===== config.mk =====
export PLATFORM = sky130hd
export DESIGN_NAME = pulse_channel
export DESIGN_NICKNAME = d
export VERILOG_FILES = /design/src/rtl/pulse_pkg.sv /design/src/rtl/pulse_envelope.sv /design/src/rtl/pulse_channel.sv
export SDC_FILE = /design/constraint.sdc
export NUM_CORES = 1
export LEC_CHECK = 0
export CAP_MARGIN = 20
export CORE_UTILIZATION = 52
export DETAILED_ROUTE_END_ITERATION = 8
export GPL_ROUTABILITY_DRIVEN = 0
export GPL_TIMING_DRIVEN = 0
export PLACE_DENSITY = 0.74
export SLEW_MARGIN = 30
export SYNTH_ARGS = -nofsm -noshare
export SYNTH_HDL_FRONTEND = slang
export SYNTH_SLANG_ARGS = --single-unit

===== constraint.sdc =====
create_clock -name i_clk -period 3 [get_ports i_clk]
set_clock_uncertainty 0.15 [all_clocks]
set_input_delay 0.6 -clock i_clk [delete_from_list [all_inputs] [get_ports i_clk]]
set_output_delay 0.6 -clock i_clk [all_outputs]
set_load 0.05 [all_outputs]

===== src/rtl/pulse_pkg.sv =====
// Shared types and constants for the pulse-wave voice.
// - duty_e          : duty-cycle selector carried with each note
// - DUTY_THRESHOLD  : per-duty compare value against the top 3 phase bits,
//                     i.e. the number of eighths of the period spent high
package pulse_pkg;

    typedef enum logic [1:0] {
        DUTY_12 = 2'd0,
        DUTY_25 = 2'd1,
        DUTY_50 = 2'd2,
        DUTY_75 = 2'd3
    } duty_e;

    localparam logic [2:0] DUTY_THRESHOLD [4] = '{3'd1, 3'd2, 3'd4, 3'd6};

    function automatic logic [2:0] duty_threshold(input duty_e duty);
        return DUTY_THRESHOLD[duty];
    endfunction

endpackage


===== src/rtl/pulse_envelope.sv =====
// Volume envelope for one pulse voice.
// Ports:
//   clk, rst  - clock and synchronous active-high reset
//   load      - note trigger; loads level from volume and clears the wrap count
//   wrap      - one phase-accumulator wrap happened this cycle
//   period    - wraps per envelope step (0 holds the level constant)
//   volume    - level loaded on trigger and reloaded when looping
//   loop      - reload volume once the level has decayed to 0
//   level     - current envelope level
module pulse_envelope
    import pulse_pkg::*;
#(
    parameter int OUT_WIDTH   = 9,
    parameter int DECAY_WIDTH = 8
) (
    input  logic                   clk,
    input  logic                   rst,
    input  logic                   load,
    input  logic                   wrap,
    input  logic [DECAY_WIDTH-1:0] period,
    input  logic [OUT_WIDTH-1:0]   volume,
    input  logic                   loop,
    output logic [OUT_WIDTH-1:0]   level
);

    logic [DECAY_WIDTH-1:0] wrap_count_p0;

    // Decrement saturating at zero, or restart from volume when looping.
    function automatic logic [OUT_WIDTH-1:0] step_level(
        input logic [OUT_WIDTH-1:0] cur,
        input logic [OUT_WIDTH-1:0] vol,
        input logic                 lp
    );
        if (cur != '0) begin
            return cur - OUT_WIDTH'(1);
        end else if (lp) begin
            return vol;
        end
        return '0;
    endfunction

    // ---- stage p0: envelope state ----
    always_ff @(posedge clk) begin
        if (rst) begin
            level         <= '0;
            wrap_count_p0 <= '0;
        end else if (load) begin
            level         <= volume;
            wrap_count_p0 <= '0;
        end else if (wrap && (period != '0)) begin
            if (wrap_count_p0 == period - DECAY_WIDTH'(1)) begin
                wrap_count_p0 <= '0;
                level         <= step_level(level, volume, loop);
            end else begin
                wrap_count_p0 <= wrap_count_p0 + DECAY_WIDTH'(1);
            end
        end
    end

endmodule


===== src/rtl/pulse_channel.sv =====
// Pulse-wave voice: phase accumulator, selectable duty, decaying/looping
// envelope and fully registered outputs.
// Ports:
//   i_clk, i_reset        - clock and synchronous active-high reset
//   i_note_valid          - one-cycle trigger sampling all i_note_* inputs
//   i_note_phase_delta    - phase increment per clock (0 = silence)
//   i_note_duty           - 0:12.5% 1:25% 2:50% 3:75%
//   i_note_volume         - initial envelope level
//   i_note_decay_period   - wraps per envelope step (0 = constant volume)
//   i_note_loop           - reload volume when the envelope reaches 0
//   o_output              - amplitude sample
//   o_frame_pulse         - one-cycle strobe on phase wrap
//   o_active              - envelope and delta both nonzero
module pulse_channel
    import pulse_pkg::*;
#(
    parameter int PHASE_WIDTH = 32,
    parameter int OUT_WIDTH   = 9,
    parameter int DECAY_WIDTH = 8
) (
    input  logic                   i_clk,
    input  logic                   i_reset,
    input  logic                   i_note_valid,
    input  logic [PHASE_WIDTH-1:0] i_note_phase_delta,
    input  logic [1:0]             i_note_duty,
    input  logic [OUT_WIDTH-1:0]   i_note_volume,
    input  logic [DECAY_WIDTH-1:0] i_note_decay_period,
    input  logic                   i_note_loop,
    output logic [OUT_WIDTH-1:0]   o_output,
    output logic                   o_frame_pulse,
    output logic                   o_active
);

    logic [PHASE_WIDTH-1:0] delta_p0;
    logic [PHASE_WIDTH-1:0] phase_p0;
    duty_e                  duty_p0;
    logic [OUT_WIDTH-1:0]   volume_p0;
    logic [DECAY_WIDTH-1:0] period_p0;
    logic                   loop_p0;
    logic [OUT_WIDTH-1:0]   level_p0;

    logic [PHASE_WIDTH:0]   phase_sum;
    logic                   wrap;
    logic [2:0]             phase_top;
    logic                   high;
    logic [OUT_WIDTH-1:0]   env_volume;

    // The carry out of the accumulator add is the wrap event.
    assign phase_sum = {1'b0, phase_p0} + {1'b0, delta_p0};
    assign wrap      = phase_sum[PHASE_WIDTH];
    assign phase_top = phase_p0[PHASE_WIDTH-1 -: 3];
    assign high      = (phase_top < duty_threshold(duty_p0));

    // On a trigger the envelope loads straight from the note input; otherwise
    // the stored volume is what a loop reloads.
    assign env_volume = i_note_valid ? i_note_volume : volume_p0;

    // ---- stage p0: note configuration and phase ----
    always_ff @(posedge i_clk) begin
        if (i_reset) begin
            delta_p0  <= '0;
            phase_p0  <= '0;
            duty_p0   <= DUTY_12;
            volume_p0 <= '0;
            period_p0 <= '0;
            loop_p0   <= 1'b0;
        end else if (i_note_valid) begin
            delta_p0  <= i_note_phase_delta;
            phase_p0  <= '0;
            duty_p0   <= duty_e'(i_note_duty);
            volume_p0 <= i_note_volume;
            period_p0 <= i_note_decay_period;
            loop_p0   <= i_note_loop;
        end else begin
            phase_p0  <= phase_sum[PHASE_WIDTH-1:0];
        end
    end

    // Trigger has priority over a coincident wrap inside the envelope.
    pulse_envelope #(
        .OUT_WIDTH  (OUT_WIDTH),
        .DECAY_WIDTH(DECAY_WIDTH)
    ) u_envelope (
        .clk   (i_clk),
        .rst   (i_reset),
        .load  (i_note_valid),
        .wrap  (wrap),
        .period(period_p0),
        .volume(env_volume),
        .loop  (loop_p0),
        .level (level_p0)
    );

    // ---- stage p1: registered outputs from current p0 state ----
    always_ff @(posedge i_clk) begin
        if (i_reset) begin
            o_output      <= '0;
            o_frame_pulse <= 1'b0;
            o_active      <= 1'b0;
        end else begin
            o_output      <= (high && (delta_p0 != '0)) ? level_p0 : '0;
            o_frame_pulse <= wrap && !i_note_valid;
            o_active      <= (level_p0 != '0) && (delta_p0 != '0);
        end
    end

endmodule


* Yosys cells after proc, flatten, opt, wreduce, memory -nomap -nowiden
Index checks and enable logic that the tools add are counted.
** Storage, ports and cells
- Bits in registers :: 112
** Operators by class
- Add/sub/neg operators :: 4
- $lt $le $gt $ge :: 2
- Equality and inequality tests :: 1
- Muxes and demuxes :: 17
- Bitwise logic cells :: 2
- Reductions and logical operators :: 13
** Operators with widths (count)
- $mux W9 :: 7
- $add A32 B32 Y33 :: 1
- $reduce_bool A32 Y1 :: 1
- $reduce_bool A9 Y1 :: 1
- $sub A9 B1 Y9 const B :: 1
- $add A8 B1 Y8 const B :: 1
- $eq A8 B8 Y1 :: 1
- $mux W8 :: 1
- $reduce_bool A8 Y1 :: 1
- $sub A8 B1 Y8 const B :: 1
- $bmux W3 S2 :: 1
- $mux W1 :: 6
- $mux W3 :: 2
- $logic_and A1 B1 Y1 :: 4
- $reduce_bool A2 Y1 :: 2
- $reduce_or A2 Y1 :: 2
- $ge A3 B3 Y1 const B :: 1
- $lt A3 B3 Y1 :: 1
- $not A2 Y3 :: 1
- $reduce_and A2 Y1 :: 1
- $logic_not A1 Y1 :: 1
- $not A1 Y1 :: 1

* Longest topological paths before layout
Gate-level depths: netlist of the first run.
- Depth after elaboration :: 10
- Gate-level depth with buffers :: 12

* Hierarchy
Synthesis of the first run repeated with hierarchy kept, for this count alone.
** Unflattened totals
- Cell total of the unflattened synthesis :: 723
- Area total of the unflattened synthesis :: 6277.3 µm²
** By module, submodules not included
- pulse_channel :: times used 1, cells each 555, area each 4952.2 µm²
- pulse_envelope :: times used 1, cells each 168, area each 1325.0 µm²

* Least setup slack after synthesis of the first run
OpenSTA, ideal clock, no wires.
- Kind :: reg2reg
- From :: register delta_p0[0]
- To :: register u_envelope.wrap_count_p0[1]
- Setup time :: 0.074 ns
- Arrival time :: 2.626 ns
- Slack :: 0.150 ns
- Cell stages (with the launch flop) :: 13
- Buffers on the path :: 3
- Clock period less this slack :: 2.850 ns
- Cells stage by stage :: dfxtp_1 ha_1 fa_1 a211oi_2 o21ai_2 o2111ai_4 a31oi_4 o21a_1 buf_6 or2_1 buf_6 buf_12 nor3_4
** Between the ends
- Longest elaborated chain between the ends :: 2
** RTL lines
- start, declared :: RTL line pulse_channel.sv:34 : logic [PHASE_WIDTH-1:0] delta_p0;
- start signal, assigned :: RTL line pulse_channel.sv:68 : delta_p0 <= i_note_phase_delta;
- $add A32 B32 Y33 :: RTL line pulse_channel.sv:49 : assign phase_sum = {1'b0, phase_p0} + {1'b0, delta_p0};
- $logic_and A1 B1 Y1 :: RTL line pulse_envelope.sv:50 : end else if (wrap && (period != '0)) begin
- end signal, assigned :: RTL line pulse_envelope.sv:55 : wrap_count_p0 <= wrap_count_p0 + DECAY_WIDTH'(1);
- end, declared :: RTL line pulse_envelope.sv:26 : logic [DECAY_WIDTH-1:0] wrap_count_p0;
Every way passes these cells.
A chain may end at the register's enable or synchronous reset.

* Worst setup path after layout of the first run
- From :: register delta_p0[0]
- To :: register u_envelope.wrap_count_p0[4]
The elaborated chain is that of the path after synthesis.

==> results of run 1 <==
through the flow:
step	total power, mW	TNS, ps	hold WS, ps
3_5_place_dp	2.25	-1570	313
6_report	3.41	0	327
5_1_grt	3.57	-305	354
3_3_place_gp	2.23	-1080	309
4_1_cts	3.44	0	326
2_1_floorplan	2.05	0	300
layout make-up:
class                      count  share of cell area
clock buffer                  10              0.0324
sequential                   112               0.304
tap                          143              0.0242
inverter                      17             0.00864
timing repair buffer          72              0.0949
clock inverter                 3             0.00610
multi-input combinational    537               0.506
buffer                        35              0.0241
how the worst max path moves through the flow:
stage	start	to	slack (ps)	depth (start not counted)
final	delta_p0[0]	u_envelope.wrap_count_p0[4]	90	12
after CTS	delta_p0[0]	u_envelope.wrap_count_p0[4]	3	12
after detailed placement	delta_p0[0]	u_envelope.level[2]	-150	11
after global placement	delta_p0[0]	u_envelope.wrap_count_p0[5]	-90	12
after floorplan	delta_p0[0]	u_envelope.wrap_count_p0[1]	150	12
after global routing	delta_p0[17]	u_envelope.wrap_count_p0[4]	-50	12
synthesized netlist by cell type, types with 3 or more instances:
master | instances | area (um2)
dfxtp_1 | 112 | 2240
nor2_1 | 89 | 334
mux2i_1 | 54 | 541
a21oi_1 | 47 | 235
nand2_1 | 40 | 150
ha_1 | 38 | 475
nor3_1 | 27 | 135
xor2_1 | 25 | 219
o21ai_0 | 24 | 120
clkbuf_1 | 20 | 75.1
inv_1 | 17 | 63.8
o21a_1 | 15 | 113
nand3_1 | 14 | 70.1
xnor2_1 | 14 | 123
nand4_1 | 12 | 75.1
nor4_1 | 12 | 75.1
and2_1 | 11 | 68.8
buf_1 | 9 | 33.8
nand2b_1 | 9 | 56.3
and3_1 | 8 | 50.1
a211oi_1 | 6 | 45.0
a311oi_1 | 6 | 52.6
nor3_2 | 6 | 60.1
a21o_1 | 5 | 37.5
o21bai_1 | 5 | 37.5
or3_1 | 5 | 31.3
a31oi_1 | 4 | 25.0
o211ai_1 | 4 | 30.0
o21ai_2 | 4 | 35.0
o31a_1 | 4 | 35.0
a211o_1 | 3 | 26.3
a21boi_0 | 3 | 22.5
a221oi_1 | 3 | 26.3
buf_6 | 3 | 33.8
layer usage:
layer | vias up | track usage | routed length (um)
li1 | 2681 | - | -
met1 | 2577 | 0.290 | 6510
met2 | 120 | 0.448 | 7300
met3 | 18 | 0.0585 | 670
met4 | 0 | 0.0631 | 189
met5 | - | 0 | 0
cell families (layout without fill, tap and decap cells):
| family | Yosys count | in the layout |
|---|---|---|
| xor+xnor | 39 | 39 |
| mux | 54 | 54 |
| buf+inv | 54 | 137 |
| flops | 112 | 112 |
| fa+ha+maj | 39 | 39 |
| compound gates | 156 | 156 |
| simple gates | 249 | 249 |
critical path: stages (launching register included):
cell	delay, ps
dfxtp_4	350
ha_4	170
fa_2	380
a211oi_2	260
o21ai_2	120
o2111ai_4	240
a31oi_4	140
o21a_1	230
buf_6	130
or2_1	220
buf_6	150
buf_12	150
a211oi_2	140
power by group:
| group | internal (mW) | leakage [nW] | switching [mW] | total, mW |
|---|---|---|---|---|
| combinational | 0.274 | 1.94 | 0.326 | 0.600 |
| clock | 0.656 | 0.133 | 0.527 | 1.18 |
| sequential | 1.56 | 0.919 | 0.0649 | 1.63 |
what timing repair did:
item	CTS	global route
endpoints found under the setup margin	18	19
resized for setup	3	8
pin swaps	2	8
setup buffers	2	6
sequential cells by signal, indices dropped and copies added (netlist names):
register,count
delta_p0,32
phase_p0,32
o_output,9
u_envelope.level,9
volume_p0,9
period_p0,8
u_envelope.wrap_count_p0,8
duty_p0,2
loop_p0,1
o_active,1
o_frame_pulse,1
==> metrics.md, run 1 <==
| Metric | Value |
|---|---|
| Status | finished with violations |
| Failing checks | DRC |
| FMAX | 344 MHz |
| Synth Area in Simple Gates | 0.202 |
| Num CTS Buffers | 9 |
| Max rail drop VDD | 0.000614 V |
| Die Span Y | 111 um |
| XOR/XNOR share of the synthesized area | 0.0552 |
| Vias in the first global route | 5336 |
| Commonest non-fill, non-tap cell in the layout | dfxtp_1 |
| Worst setup SP type | flip-flop |
| WP data arrival | 3030 ps |
| Inst Count DP | 910 |
| Final Max Slew Viols | 0 |
| Worst-path clk slew | 70 ps |
| H-tree depth | 3 |
| Area Growth Syn to Fin | 19.5% |
| Clock tree from TritonCTS | yes |
| Cell area after layout | 7390 um2 |
| Dpl ws | -145 ps |
| Final core utilization | 0.641 |
| Async SR Flop Fraction | 0 |
| Placeable Area | 11500 um2 |
| Largest fanout on the critical path | 10 |
| Fin cells | 929 |
| Area taken by multi-input logic gates | 3740 um2 |
| Critical path required time | 3120 ps |
| Kind of critical path | flip-flop to flip-flop |
| Initial antenna violation count | 0 |
| Adder-Cell Fraction of Synth Area | 0.0801 |
| Minimum clock period | 2910 ps |
| Overall overflow remaining after global route | 0 |
| P per Cell Area | 462 nW/um2 |
| Overall routing resource usage | 0.247 |
| RSZ-0062 raised after global routing | yes |
| Max-cap viol count | 0 |
| Final wirelength | 14700 um |
| Share of layout cells above drive strength 1 | 0.0776 |
| Via Count | 5396 |
| Seq/Total Area, Yosys | 0.363 |
| IO Port Bufs | 64 |
| Post-synthesis net count | 797 |
| Worst Max-Slew Pin Slew | 782 ps |
| Die X | 111 um |
| Via/cell ratio | 5.81 |
| Post-Synthesis Cells | 703 |
| Leading cell types in the layout, fill and taps excluded | dfxtp_1 (111), nor2_1 (89), clkdlybuf4s50_1 (64), mux2i_1 (54), a21oi_1 (47) |
| Number of synthesized flops with an enable pin | 0 |
| Top FF cell, synth | dfxtp_1 |
| Placed inst area | 7000 um2 |
| Largest family of logic cells by synthesized area | simple AND/OR/NAND/NOR gates |
| Min-Delay Path Class | flip-flop to flip-flop |
| DR pass1 iterations | 7 |
| Drt wl/cell | 15.8 um |
| Path depth of the worst reg2reg path | 12 |
| Worst Hold End | volume_p0[3] |
| Synth unique cells | 66 |
| Syn avg cell area | 8.80 um2 |
| Slew HR | 0.478 |
| Clk_lat worst skew | 350 ps |
| Setup crit end kind | flip-flop |
| Mapped Area | 6180 um2 |
| RR Startpoint | delta_p0[0] |
| Root Buffer | clkbuf_16 |
| Post-synthesis compound-gate area fraction | 0.173 |
| # DRC | 8 |
| CTS sink count | 112 |
| Pin count of the biggest net entering global routing | 17 |
| WHS Path Cells | 2 |
| Crit share post-route | 0.969 |
| Initial core utilization | 0.537 |
| Leakage | 3.00 nW |
| First-pass GRT wire length | 24600 um |
| YS warnings | 0 |
| Fillers | 962 |
| Capturing point of the worst reg2reg path | u_envelope.wrap_count_p0[4] |
| Reg2reg setup slack | 90 ps |
| CTS Buffer Depth | 2 |
| Num ports | 66 |
| Final worst slack | 92.9 ps |
| HPWL after DPL | 10900 um |
| Final ANT Viol Nets | 0 |
| Row Count | 39 |
| Mux share of post-synthesis cell area | 0.0874 |
| Final Hold Viols | 0 |
| Die area | 12300 um2 |
| CTS Hold Bufs | 0 |
| Hold_sp | volume_p0[3] |
| Flip-flop and latch count after synthesis | 112 |
| DR iter-0 viols | 251 |
| Register area | 2250 um2 |
| Nets | 878 |
| Final Setup Violations | 0 |
| Inserted Diodes | 0 |
(Power assumes the default switching activity.)
==> run 2: changes to the inputs <==
--- a/config.mk
+++ b/config.mk
@@ -5,6 +5,7 @@
 export SDC_FILE = /design/constraint.sdc
 export NUM_CORES = 1
 export LEC_CHECK = 0
+export ABC_CLOCK_PERIOD_IN_PS = 3000
 export CAP_MARGIN = 20
 export CORE_UTILIZATION = 52
 export DETAILED_ROUTE_END_ITERATION = 8
==> results of run 2 <==
Final layout, timing and power as in run 1 (identical DEF).
==> run 3: changes to the inputs <==
--- a/config.mk
+++ b/config.mk
@@ -6,7 +6,7 @@
 export NUM_CORES = 1
 export LEC_CHECK = 0
 export ABC_CLOCK_PERIOD_IN_PS = 3000
-export CAP_MARGIN = 20
+export CORE_ASPECT_RATIO = 1.75
 export CORE_UTILIZATION = 52
 export DETAILED_ROUTE_END_ITERATION = 8
 export GPL_ROUTABILITY_DRIVEN = 0
==> run 3 against run 2 <==
Against the previous run: the flow still finishes with violations (DRC); first-iteration DRC count is 31% higher; sequential cell count stayed put; clock power increased by 4%; via count up 3.2%; die area up 0.14%; total power is 1.5% higher; global-route usage is 1.8 points higher; sequential share of layout area grew 0.13 points; register-to-register slack better by 20 ps; fmax up 0.63%; critical endpoint is now u_envelope.level[6].
==> metrics.md, run 3 (same netlist as run 1, synthesis figures left out) <==
| Metric | Value |
|---|---|
| Status | finished with violations |
| Failing checks | DRC |
| CTS Buffer Depth | 2 (unchanged) |
| Num CTS Buffers | 9 (unchanged) |
| WP data arrival | 3000 ps (-30 ps) |
| IO Port Bufs | 64 (unchanged) |
| Leading cell types in the layout, fill and taps excluded | dfxtp_1 (112), nor2_1 (89), clkdlybuf4s50_1 (64), mux2i_1 (54), a21oi_1 (47) |
| Clk_lat worst skew | 360 ps (about the same) |
| RSZ-0062 raised after global routing | no |
| Fillers | 1011 (+5.1%) |
| DR pass1 iterations | 7 (unchanged) |
| CTS Hold Bufs | 0 (unchanged) |
| Vias in the first global route | 5521 (+3.5%) |
| First-pass GRT wire length | 26100 um (+5.7%) |
| H-tree depth | 3 (unchanged) |
| Final Hold Viols | 0 (unchanged) |
| Worst-path clk slew | 70 ps (about the same) |
| Row Count | 52 (+33%) |
| Area Growth Syn to Fin | 18.8% |
| P per Cell Area | 472 nW/um2 (+2.1%) |
| Min-Delay Path Class | flip-flop to flip-flop |
| Via/cell ratio | 6.04 (+4.0%) |
| Crit share post-route | 0.963 (-0.00605) |
| Nets | 876 (-0.23%) |
| Final Setup Violations | 0 (unchanged) |
| Die Span Y | 146 um (+32%) |
| Minimum clock period | 2890 ps (-18.2 ps) |
| HPWL after DPL | 11900 um (+8.8%) |
| Register area | 2240 um2 (-0.17%) |
| Leakage | 2.98 nW (-0.50%) |
| Initial antenna violation count | 0 (unchanged) |
| Drt wl/cell | 17.1 um (+8.3%) |
| Commonest non-fill, non-tap cell in the layout | dfxtp_1 |
| Setup crit end kind | flip-flop |
| Worst Max-Slew Pin Slew | 853 ps (+70.5 ps) |
| Die X | 84.4 um (-24%) |
| Placeable Area | 11600 um2 (+0.57%) |
| Area taken by multi-input logic gates | 3710 um2 (-0.67%) |
| Critical path required time | 3110 ps (about the same) |
| Share of layout cells above drive strength 1 | 0.0724 (-0.00518) |
| Overall overflow remaining after global route | 0 (unchanged) |
| Final ANT Viol Nets | 0 (unchanged) |
| FMAX | 346 MHz (+0.63%) |
| Overall routing resource usage | 0.264 (+0.0177) |
| Kind of critical path | flip-flop to flip-flop |
| Final Max Slew Viols | 0 (unchanged) |
| Final core utilization | 0.634 (-0.00738) |
| Max rail drop VDD | 0.000379 V (-38%) |
| # DRC | 14 (+6) |
| Num ports | 66 (unchanged) |
| Worst setup SP type | flip-flop |
| Min Hold Slack | 331 ps (+3.18 ps) |
| DR iter-0 viols | 328 (+31%) |
| Max-cap viol count | 0 (unchanged) |
| CTS sink count | 112 (unchanged) |
| Largest fanout on the critical path | 10 (unchanged) |
| Slew HR | 0.431 (-0.0470) |
| Via Count | 5569 (+3.2%) |
| Reg2reg setup slack | 110 ps (+20 ps) |
| Clock tree from TritonCTS | yes |
| Regs by FF count | delta_p0 (32), phase_p0 (32) |
| Initial core utilization | 0.534 (-0.00302) |
| Root Buffer | clkbuf_16 |
| Pin count of the biggest net entering global routing | 19 (+2) |
| Die area | 12300 um2 (+0.14%) |
| Final wirelength | 15800 um (+7.5%) |
| Inserted Diodes | 0 (unchanged) |
==> run 3: cell count changes in the layout (fill, tap and decap cells not counted), sizes merged <==
cell / previous run / this run
clkinv: 0 / 1
clkbuf: 29 / 31
inv: 17 / 18
buf: 24 / 21
==> run 3: what timing repair did <==
item,CTS,global route
gates resized for setup,2,4
pin swaps,5,5
setup buffers,4,1
endpoints found under the hold margin,0,0
setup endpoints to repair,17,18
==> run 3: cell type report <==
class | instances | area share
flip-flops and latches | 112 | 0.305
inverters | 17 | 0.00869
well taps | 135 | 0.0230
multi-input cells | 537 | 0.505
clock buffers | 11 | 0.0317
plain buffers | 36 | 0.0247
repair buffers | 69 | 0.0923
clock inverters | 5 | 0.00886
==> run 3: layer usage <==
layer  share of wire  routed length, um  GRT usage
met3           0.044                699     0.0458
met4           0.045                702      0.138
met5               0                  0          0
met1            0.39               6090      0.292
met2            0.52               8270      0.479
==> run 3: power breakdown <==
group / switching, mW / leakage [nW] / internal (mW) / total, mW
Sequential: 0.0642 / 0.918 / 1.56 / 1.63
Combinational: 0.335 / 1.92 / 0.273 / 0.608
Clock: 0.572 / 0.138 / 0.656 / 1.23
Total: 0.971 / 2.98 / 2.49 / 3.46
==> run 3: worst max-delay path, cell delays in order, from the launching register on <==
cell and delay (ps):
dfxtp_1 330, ha_2 200, fa_2 380, a211oi_2 220, o21ai_2 100, o2111ai_4 280
a31oi_4 140, o21a_1 210, buf_6 130, or2_1 210, buf_6 150, a311oi_1 280
==> run 3: worst paths after layout <==
check / end / depth (start not counted) / startpoint
setup / recovery: u_envelope.level[6] / 11 / delta_p0[0]
hold / removal: volume_p0[7] / 2 / volume_p0[7]
setup reg to reg: u_envelope.level[6] / 11 / delta_p0[0]
hold reg to reg: volume_p0[7] / 2 / volume_p0[7]
==> run 3: per-stage QoR <==
step	power (mW)	cells	worst slack, ps	setup TNS, ps	cell area, um2
after floorplan	2.05	703	150	0	6180
after global placement	2.24	902	-101	-1150	6990
after detailed placement	2.26	902	-170	-2230	6990
after CTS	3.47	922	13.6	0	7320
after global routing	3.60	922	4.24	0	7340
final	3.46	922	111	0	7340
